### src/rtl/reading_history_if.sv
// Signal bundle between the sensor/browse controls and the reading history buffer.
// The master drives samples and controls; the slave returns history, view and stats.
interface reading_history_if #(
   parameter int WIDTH = 8,
   parameter int DEPTH = 10
);
   localparam int CNT_W = $clog2(DEPTH + 1);
   localparam int PTR_W = $clog2(DEPTH);

   logic             sample_valid;
   logic [WIDTH-1:0] sample;
   logic             browse_next;
   logic             hist_clear;
   logic             saved;
   logic [CNT_W-1:0] count;
   logic [PTR_W-1:0] view_idx;
   logic [WIDTH-1:0] view_data;
   logic             view_valid;
   logic [WIDTH-1:0] min_val;
   logic [WIDTH-1:0] max_val;
   logic [WIDTH-1:0] avg_val;
   logic             stats_busy;

   modport master (
      output sample_valid, sample, browse_next, hist_clear,
      input  saved, count, view_idx, view_data, view_valid,
             min_val, max_val, avg_val, stats_busy
   );

   modport slave (
      input  sample_valid, sample, browse_next, hist_clear,
      output saved, count, view_idx, view_data, view_valid,
             min_val, max_val, avg_val, stats_busy
   );
endinterface

### src/rtl/reading_history_buf.sv
// Stability-filtered reading history: commits steady readings into a circular buffer,
// serves a browse view and keeps min/max/average via a sequential scan-and-divide engine.
module reading_history_buf #(
   parameter int WIDTH    = 8,
   parameter int DEPTH    = 10,
   parameter int STABLE_N = 4,
   parameter int TOL      = 1
) (
   input logic              clk,
   input logic              rst_n,
   reading_history_if.slave bus
);
   localparam int CNT_W = $clog2(DEPTH + 1);
   localparam int PTR_W = $clog2(DEPTH);
   localparam int SUM_W = WIDTH + CNT_W;
   localparam int DC_W  = $clog2(SUM_W + 1);
   localparam int RUN_W = $clog2(STABLE_N + 1);

   typedef enum logic [1:0] {IDLE, TRACK, LOCKED} trk_e;
   typedef enum logic [1:0] {SIDLE, SCAN, DIV} st_e;

   function automatic logic in_tol(input logic [WIDTH-1:0] a, input logic [WIDTH-1:0] b);
      logic signed [WIDTH:0] diff;
      diff = $signed({1'b0, a}) - $signed({1'b0, b});
      if (diff < 0) diff = -diff;
      return diff <= $signed((WIDTH+1)'(TOL));
   endfunction

   // Age k lives at (wr_ptr - 1 - k) mod DEPTH; add DEPTH first so nothing goes negative.
   function automatic logic [PTR_W-1:0] age_addr(input logic [PTR_W-1:0] wp,
                                                 input logic [CNT_W-1:0] age);
      logic [PTR_W+1:0] s;
      s = {2'b00, wp} + (PTR_W+2)'(DEPTH - 1) - (PTR_W+2)'(age);
      if (s >= (PTR_W+2)'(DEPTH)) s = s - (PTR_W+2)'(DEPTH);
      return s[PTR_W-1:0];
   endfunction

   trk_e             trk_q, trk_d;
   logic [WIDTH-1:0] cand_q, cand_d;
   logic [RUN_W-1:0] run_q, run_d;
   logic [PTR_W-1:0] wr_ptr_q, wr_ptr_d;
   logic [CNT_W-1:0] count_q, count_d;
   logic [PTR_W-1:0] view_idx_q, view_idx_d;
   logic [WIDTH-1:0] view_data_q, view_data_d;
   logic             saved_q, saved_d;
   st_e              st_q, st_d;
   logic [CNT_W-1:0] scan_k_q, scan_k_d;
   logic [WIDTH-1:0] min_acc_q, min_acc_d, max_acc_q, max_acc_d;
   logic [SUM_W-1:0] sum_q, sum_d, dvd_q, dvd_d;
   logic [CNT_W-1:0] rem_q, rem_d;
   logic [DC_W-1:0]  div_cnt_q, div_cnt_d;
   logic [WIDTH-1:0] min_val_q, min_val_d, max_val_q, max_val_d, avg_val_q, avg_val_d;
   logic             busy_q, busy_d;
   logic [WIDTH-1:0] mem_q [DEPTH];

   logic             commit, wr_en, qbit;
   logic [WIDTH-1:0] entry;
   logic [CNT_W:0]   rem_sh;

   always_comb begin
      trk_d = trk_q; cand_d = cand_q; run_d = run_q; commit = 1'b0;
      if (bus.sample_valid) begin
         unique case (trk_q)
            IDLE: if (bus.sample != '0) begin
               cand_d = bus.sample; run_d = RUN_W'(1); trk_d = TRACK;
            end
            TRACK: if (bus.sample == '0) trk_d = IDLE;
               else if (in_tol(bus.sample, cand_q)) run_d = run_q + 1'b1;
               else begin cand_d = bus.sample; run_d = RUN_W'(1); end
            LOCKED: if (bus.sample == '0) trk_d = IDLE;
               else if (!in_tol(bus.sample, cand_q)) begin
                  cand_d = bus.sample; run_d = RUN_W'(1); trk_d = TRACK;
               end
            default: trk_d = IDLE;
         endcase
         if (trk_d == TRACK && run_d == RUN_W'(STABLE_N)) begin
            commit = 1'b1; trk_d = LOCKED;
         end
      end
      if (bus.hist_clear) begin
         trk_d = IDLE; cand_d = '0; run_d = '0;
      end
   end

   assign wr_en = commit && !bus.hist_clear;

   always_comb begin
      wr_ptr_d = wr_ptr_q; count_d = count_q; view_idx_d = view_idx_q;
      saved_d  = wr_en;
      if (bus.hist_clear) begin
         wr_ptr_d = '0; count_d = '0; view_idx_d = '0;
      end else if (wr_en) begin
         wr_ptr_d   = (wr_ptr_q == PTR_W'(DEPTH - 1)) ? '0 : wr_ptr_q + 1'b1;
         count_d    = (count_q == CNT_W'(DEPTH)) ? count_q : count_q + 1'b1;
         view_idx_d = '0;
      end else if (bus.browse_next && count_q != '0) begin
         view_idx_d = (CNT_W'(view_idx_q) + CNT_W'(1) == count_q) ? '0 : view_idx_q + 1'b1;
      end
      view_data_d = (count_q == '0) ? '0 : mem_q[age_addr(wr_ptr_q, CNT_W'(view_idx_q))];
   end

   // Stats engine: SCAN walks ages 0..count-1, DIV produces one quotient bit per cycle.
   always_comb begin
      st_d = st_q; scan_k_d = scan_k_q; min_acc_d = min_acc_q; max_acc_d = max_acc_q;
      sum_d = sum_q; dvd_d = dvd_q; rem_d = rem_q; div_cnt_d = div_cnt_q;
      min_val_d = min_val_q; max_val_d = max_val_q; avg_val_d = avg_val_q; busy_d = busy_q;
      entry  = mem_q[age_addr(wr_ptr_q, scan_k_q)];
      rem_sh = {rem_q, dvd_q[SUM_W-1]};
      qbit   = 1'b0;
      if (bus.hist_clear) begin
         st_d = SIDLE; busy_d = 1'b0;
         min_val_d = '0; max_val_d = '0; avg_val_d = '0;
      end else if (wr_en) begin
         st_d = SCAN; busy_d = 1'b1; scan_k_d = '0;
         min_acc_d = '1; max_acc_d = '0; sum_d = '0;
      end else begin
         unique case (st_q)
            SCAN: begin
               min_acc_d = (entry < min_acc_q) ? entry : min_acc_q;
               max_acc_d = (entry > max_acc_q) ? entry : max_acc_q;
               sum_d     = sum_q + SUM_W'(entry);
               scan_k_d  = scan_k_q + 1'b1;
               if (scan_k_q + 1'b1 == count_q) begin
                  st_d = DIV; dvd_d = sum_q + SUM_W'(entry); rem_d = '0; div_cnt_d = '0;
               end
            end
            DIV: begin
               if (rem_sh >= {1'b0, count_q}) begin
                  rem_d = CNT_W'(rem_sh - {1'b0, count_q}); qbit = 1'b1;
               end else begin
                  rem_d = CNT_W'(rem_sh);
               end
               dvd_d     = {dvd_q[SUM_W-2:0], qbit};
               div_cnt_d = div_cnt_q + 1'b1;
               if (div_cnt_q == DC_W'(SUM_W - 1)) begin
                  st_d = SIDLE; busy_d = 1'b0;
                  min_val_d = min_acc_q; max_val_d = max_acc_q; avg_val_d = dvd_d[WIDTH-1:0];
               end
            end
            default: st_d = SIDLE;
         endcase
      end
   end

   always_ff @(posedge clk or negedge rst_n) begin
      if (!rst_n) begin
         trk_q <= IDLE; cand_q <= '0; run_q <= '0;
         wr_ptr_q <= '0; count_q <= '0; view_idx_q <= '0; view_data_q <= '0; saved_q <= 1'b0;
         st_q <= SIDLE; scan_k_q <= '0; min_acc_q <= '0; max_acc_q <= '0;
         sum_q <= '0; dvd_q <= '0; rem_q <= '0; div_cnt_q <= '0;
         min_val_q <= '0; max_val_q <= '0; avg_val_q <= '0; busy_q <= 1'b0;
      end else begin
         trk_q <= trk_d; cand_q <= cand_d; run_q <= run_d;
         wr_ptr_q <= wr_ptr_d; count_q <= count_d; view_idx_q <= view_idx_d;
         view_data_q <= view_data_d; saved_q <= saved_d;
         st_q <= st_d; scan_k_q <= scan_k_d; min_acc_q <= min_acc_d; max_acc_q <= max_acc_d;
         sum_q <= sum_d; dvd_q <= dvd_d; rem_q <= rem_d; div_cnt_q <= div_cnt_d;
         min_val_q <= min_val_d; max_val_q <= max_val_d; avg_val_q <= avg_val_d; busy_q <= busy_d;
      end
   end

   always_ff @(posedge clk) begin
      if (wr_en) mem_q[wr_ptr_q] <= cand_d;
   end

   assign bus.saved      = saved_q;
   assign bus.count      = count_q;
   assign bus.view_idx   = view_idx_q;
   assign bus.view_data  = view_data_q;
   assign bus.view_valid = (count_q != '0);
   assign bus.min_val    = min_val_q;
   assign bus.max_val    = max_val_q;
   assign bus.avg_val    = avg_val_q;
   assign bus.stats_busy = busy_q;
endmodule
### src/flat_wrapper.sv
// flat-port wrapper written by rule: the top's interface ports become plain ports
module reading_history_buf_flat 
#(
   parameter int WIDTH    = 8,
   parameter int DEPTH    = 10,
   parameter int STABLE_N = 4,
   parameter int TOL      = 1
)
  (clk, rst_n, bus_sample_valid, bus_sample, bus_browse_next, bus_hist_clear, bus_saved, bus_count, bus_view_idx, bus_view_data, bus_view_valid, bus_min_val, bus_max_val, bus_avg_val, bus_stats_busy);
  reading_history_if #(.WIDTH(WIDTH), .DEPTH(DEPTH)) bus_i ();
  input logic clk;
  input logic rst_n;
  input wire logic [$bits(bus_i.sample_valid)-1:0] bus_sample_valid;
  input wire logic [$bits(bus_i.sample)-1:0] bus_sample;
  input wire logic [$bits(bus_i.browse_next)-1:0] bus_browse_next;
  input wire logic [$bits(bus_i.hist_clear)-1:0] bus_hist_clear;
  output wire logic [$bits(bus_i.saved)-1:0] bus_saved;
  output wire logic [$bits(bus_i.count)-1:0] bus_count;
  output wire logic [$bits(bus_i.view_idx)-1:0] bus_view_idx;
  output wire logic [$bits(bus_i.view_data)-1:0] bus_view_data;
  output wire logic [$bits(bus_i.view_valid)-1:0] bus_view_valid;
  output wire logic [$bits(bus_i.min_val)-1:0] bus_min_val;
  output wire logic [$bits(bus_i.max_val)-1:0] bus_max_val;
  output wire logic [$bits(bus_i.avg_val)-1:0] bus_avg_val;
  output wire logic [$bits(bus_i.stats_busy)-1:0] bus_stats_busy;
  assign bus_i.sample_valid = bus_sample_valid;
  assign bus_i.sample = bus_sample;
  assign bus_i.browse_next = bus_browse_next;
  assign bus_i.hist_clear = bus_hist_clear;
  assign bus_saved = bus_i.saved;
  assign bus_count = bus_i.count;
  assign bus_view_idx = bus_i.view_idx;
  assign bus_view_data = bus_i.view_data;
  assign bus_view_valid = bus_i.view_valid;
  assign bus_min_val = bus_i.min_val;
  assign bus_max_val = bus_i.max_val;
  assign bus_avg_val = bus_i.avg_val;
  assign bus_stats_busy = bus_i.stats_busy;
  reading_history_buf #(.WIDTH(WIDTH), .DEPTH(DEPTH), .STABLE_N(STABLE_N), .TOL(TOL)) u_core (.clk(clk), .rst_n(rst_n), .bus(bus_i));
endmodule
### config.mk
export PLATFORM = sky130hd
export DESIGN_NAME = reading_history_buf_flat
export DESIGN_NICKNAME = d
export VERILOG_FILES = /design/src/rtl/reading_history_if.sv /design/src/rtl/reading_history_buf.sv /design/src/flat_wrapper.sv
export SDC_FILE = /design/constraint.sdc
export NUM_CORES = 1
export LEC_CHECK = 0
export CAP_MARGIN = 20
export CORE_UTILIZATION = 61
export DETAILED_ROUTE_END_ITERATION = 12
export GPL_TIMING_DRIVEN = 0
export PLACE_DENSITY = 0.81
export SKIP_CTS_REPAIR_TIMING = 1
export SYNTH_ARGS = -nofsm -noshare
export SYNTH_HDL_FRONTEND = slang
export SYNTH_SLANG_ARGS = --single-unit
### constraint.sdc
create_clock -name clk -period 7.19 [get_ports clk]
set_input_delay 0.719 -clock clk [delete_from_list [all_inputs] [get_ports clk]]
set_output_delay 0.719 -clock clk [all_outputs]
set_load 0.02 [all_outputs]
==> impl_metrics.json <==
{
  "cts_tree": "built",
  "drive_gt1_share_pct": 8.86,
  "htreeDepth": 4,
  "fillCellCount": 1377,
  "mostFrequentLayoutCell": "dfrtp_1",
  "grt-ovfl-total": 0,
  "place_congestion": 0.901,
  "rsz0062_at_grt": "false",
  "clock_latency_ps": 440,
  "synthFlopType": "dfrtp_1",
  "syn_inst": 1073,
  "initialDrtViolationCount": 680,
  "vias": 8811,
  "power-per-cell-area_nw_per_um2": 206,
  "grt_start_max_net_pins": 93,
  "areaGrowthSynthToFinish_pct": 12.8,
  "slew_headroom_pct": 30.7,
  "tightest_slew_ps": 1040,
  "wl_per_cell_um": 19.5,
  "syn_area_per_cell_sq_um": 10.8,
  "syn-cell-area_sq_um": 11600,
  "coreArea_sq_um": 18700,
  "die_area_sq_um": 19600,
  "synth_fp_nets": 1154,
  "ys_async_sr_fraction_pct": 58.5,
  "synth.distinct_cells": 80,
  "finalCritPeriodShare_pct": 93.9,
  "synth-edff-count": 80,
  "fin_nets": 1230,
  "layout_common_cells": "dfrtp_1 (113), edfxtp_1 (80), nor2_1 (74)",
  "antenna_found_initial": 0,
  "num_antenna_cells": 0,
  "status": "finished clean",
  "die_y_um": 140,
  "rows": 50,
  "grt_pass1_wl_um": 44100,
  "startpoint_type": "flip-flop",
  "totalWireLength_um": 27300,
  "yosysSeqAreaShare_pct": 45.0,
  "critPathMaxFanout": 10,
  "holdWs_ps": 120,
  "hpwl_um": 19700,
  "route.detailed.drc": 0,
  "path_clk_slew_ps": 80,
  "port_buffers": 54,
  "max_cap_violations": 0,
  "cp.arrival_ps": 7080,
  "die_w_um": 140,
  "critPathKind": "reg2reg",
  "clock-root-buffer": "clkbuf_16",
  "postRouteAntennaNets": 0,
  "setup_violations": 0,
  "finalMaxSlewViolations": 0,
  "ir_worst_vdd_uv": 178,
  "min_period_ps": 6750,
  "finClkSkew_ps": 9.67,
  "initial_utilization_pct": 62.1,
  "worstPathRequired_ps": 7510,
  "cts_buffer_depth": 2,
  "p_leak_nw": 5.37,
  "cts.sinks": 193,
  "viasPerCell": 6.31,
  "cts_buffers": 17,
  "first_pass_iters": 5,
  "cp-end-kind": "flip-flop",
  "ys_seq_elements": 193,
  "hold_class": "in2async",
  "yosys_warnings": 0,
  "max_freq_ghz": 0.148,
  "grt_pass1_vias": 8593,
  "grt.total_usage_pct": 29.1,
  "io_pins": 56,
  "hold_violations": 0,
  "power_mw": 2.70
}
==> state kept, by name, summed over array words and instances (netlist names), 8 cells and up <==
signal / flops
u_core.bus.min_val: 8
u_core.sum_q: 12
u_core.min_acc_q: 8
u_core.mem_q: 80
u_core.cand_q: 8
u_core.dvd_q: 12
u_core.bus.avg_val: 8
u_core.max_acc_q: 8
u_core.bus.max_val: 8
u_core.bus.view_data: 8
==> power breakdown <==
part	switching [mW]	total, mW	internal (mW)	leakage (nW)
registers	0.0309	1.22	1.19	2.29
clock network	0.442	0.929	0.487	0.277
logic	0.327	0.553	0.226	2.81
total	0.800	2.70	1.90	5.37
==> metrics by stage <==
| step | worst slack [ps] | instances | util [%] | area, sq um | setup TNS [ps] |
|---|---|---|---|---|---|
| after floorplan | 1110 | 1073 | - | 11600 | 0 |
| after global placement | -86.2 | 1361 | 66.5 | 12400 | -620 |
| after detailed placement | -234 | 1363 | 66.8 | 12500 | -693 |
| after CTS | -270 | 1395 | 69.8 | 13100 | -999 |
| after global routing | 29.4 | 1396 | 70.0 | 13100 | 0 |
| final | 435 | 1396 | 70.0 | 13100 | 0 |
==> worst paths after layout <==
check / cells after the start / startpoint / endpoint / slack, ps
max: 25 / u_core.wr_ptr_q[0] / u_core.dvd_q[10] / 440
max in group asynchronous: 2 / rst_n / u_core.min_acc_q[0] / 6340
min reg2reg: 1 / u_core.dvd_q[8] / u_core.dvd_q[8] / 500
min: 1 / rst_n / u_core.rem_q[2] / 120
max reg2reg: 25 / u_core.wr_ptr_q[0] / u_core.dvd_q[10] / 440
min in group clk: 1 / u_core.dvd_q[8] / u_core.dvd_q[8] / 500
==> cell type report <==
type	instances	area, sq um	area share [%]
Tap cell	234	293	2.23
Buffer	52	226	1.73
Sequential cell	193	5230	39.9
Clock buffer	17	425	3.25
Multi-Input combinational cell	760	5940	45.4
Inverter	68	255	1.95
Timing Repair Buffer	57	582	4.44
Clock inverter	15	146	1.12
==> kinds of logic (layout without fill, tap and decap cells) <==
| group | count (synthesis) | count (layout) | synth area share [%] |
|---|---|---|---|
| multiplexers | 112 | 112 | 12.2 |
| AND/OR/NAND/NOR | 298 | 298 | 13.8 |
| flip-flops | 193 | 193 | 45.0 |
| adder cells (fa/ha/maj) | 68 | 68 | 7.65 |
| AO/OA/AOI/OAI | 240 | 240 | 14.0 |
| XOR/XNOR | 42 | 42 | 3.23 |
| buffers and inverters | 120 | 209 | 4.11 |
==> synthesized netlist by cell type (all sizes together) (4+ instances only) <==
| cell | instances | area, sq um |
|---|---|---|
| nand2 | 63 | 236 |
| a21o | 16 | 120 |
| or2 | 6 | 37.5 |
| o41ai | 4 | 42.6 |
| a22oi | 13 | 97.6 |
| nand3 | 18 | 90.1 |
| xnor2 | 27 | 244 |
| o22ai | 11 | 68.8 |
| clkbuf | 40 | 150 |
| o2bb2ai | 6 | 71.3 |
| mux4 | 21 | 473 |
| a31oi | 4 | 25.0 |
| nand4 | 6 | 43.8 |
| nor2 | 75 | 282 |
| and3 | 5 | 31.3 |
| o21ai | 57 | 285 |
| nand2b | 39 | 244 |
| o21bai | 6 | 45.0 |
| nand3b | 4 | 30.0 |
| buf | 12 | 71.3 |
| nor2b | 20 | 125 |
| a21oi | 49 | 249 |
| edfxtp | 80 | 2400 |
| nor3 | 13 | 70.1 |
| or4 | 19 | 146 |
| or3 | 8 | 50.1 |
| ha | 63 | 788 |
| inv | 68 | 255 |
| xor2 | 15 | 131 |
| mux2i | 65 | 651 |
| mux2 | 26 | 293 |
| dfrtp | 113 | 2830 |
| o211ai | 16 | 120 |
| or4b | 4 | 40.0 |
| fa | 5 | 100 |
| o21a | 4 | 30.0 |
| a211oi | 23 | 178 |
| and4b | 4 | 40.0 |
| nor4b | 5 | 56.3 |
==> worst max-delay path, cell delays in order (launching register included) <==
cell and delay, ps:
dfrtp_1 490, inv_1 130, ha_1 390, inv_1 130
fa_1 520, clkbuf_1 290, a22o_1 270, a32oi_1 410
o21bai_1 160, xor2_1 280, clkbuf_1 420, nand3b_1 260
a21oi_1 180, o21ai_0 120, o211ai_1 370, ha_1 400
a21o_1 200, a21oi_1 230, o21bai_1 110, a21oi_1 260
o21bai_1 100, a21o_1 240, nand3_1 140, xor2_1 160
o21ai_0 90, mux2_1 300
==> metal layers <==
layer | global-route usage [%] | up-vias | wire length (um)
li1 | - | 4110 | -
met5 | 0 | - | 0
met2 | 47.9 | 362 | 13100
met3 | 5.50 | 55 | 1860
met1 | 38.3 | 4284 | 11700
met4 | 11.0 | 0 | 573
Power figures use the tool's default switching activity.
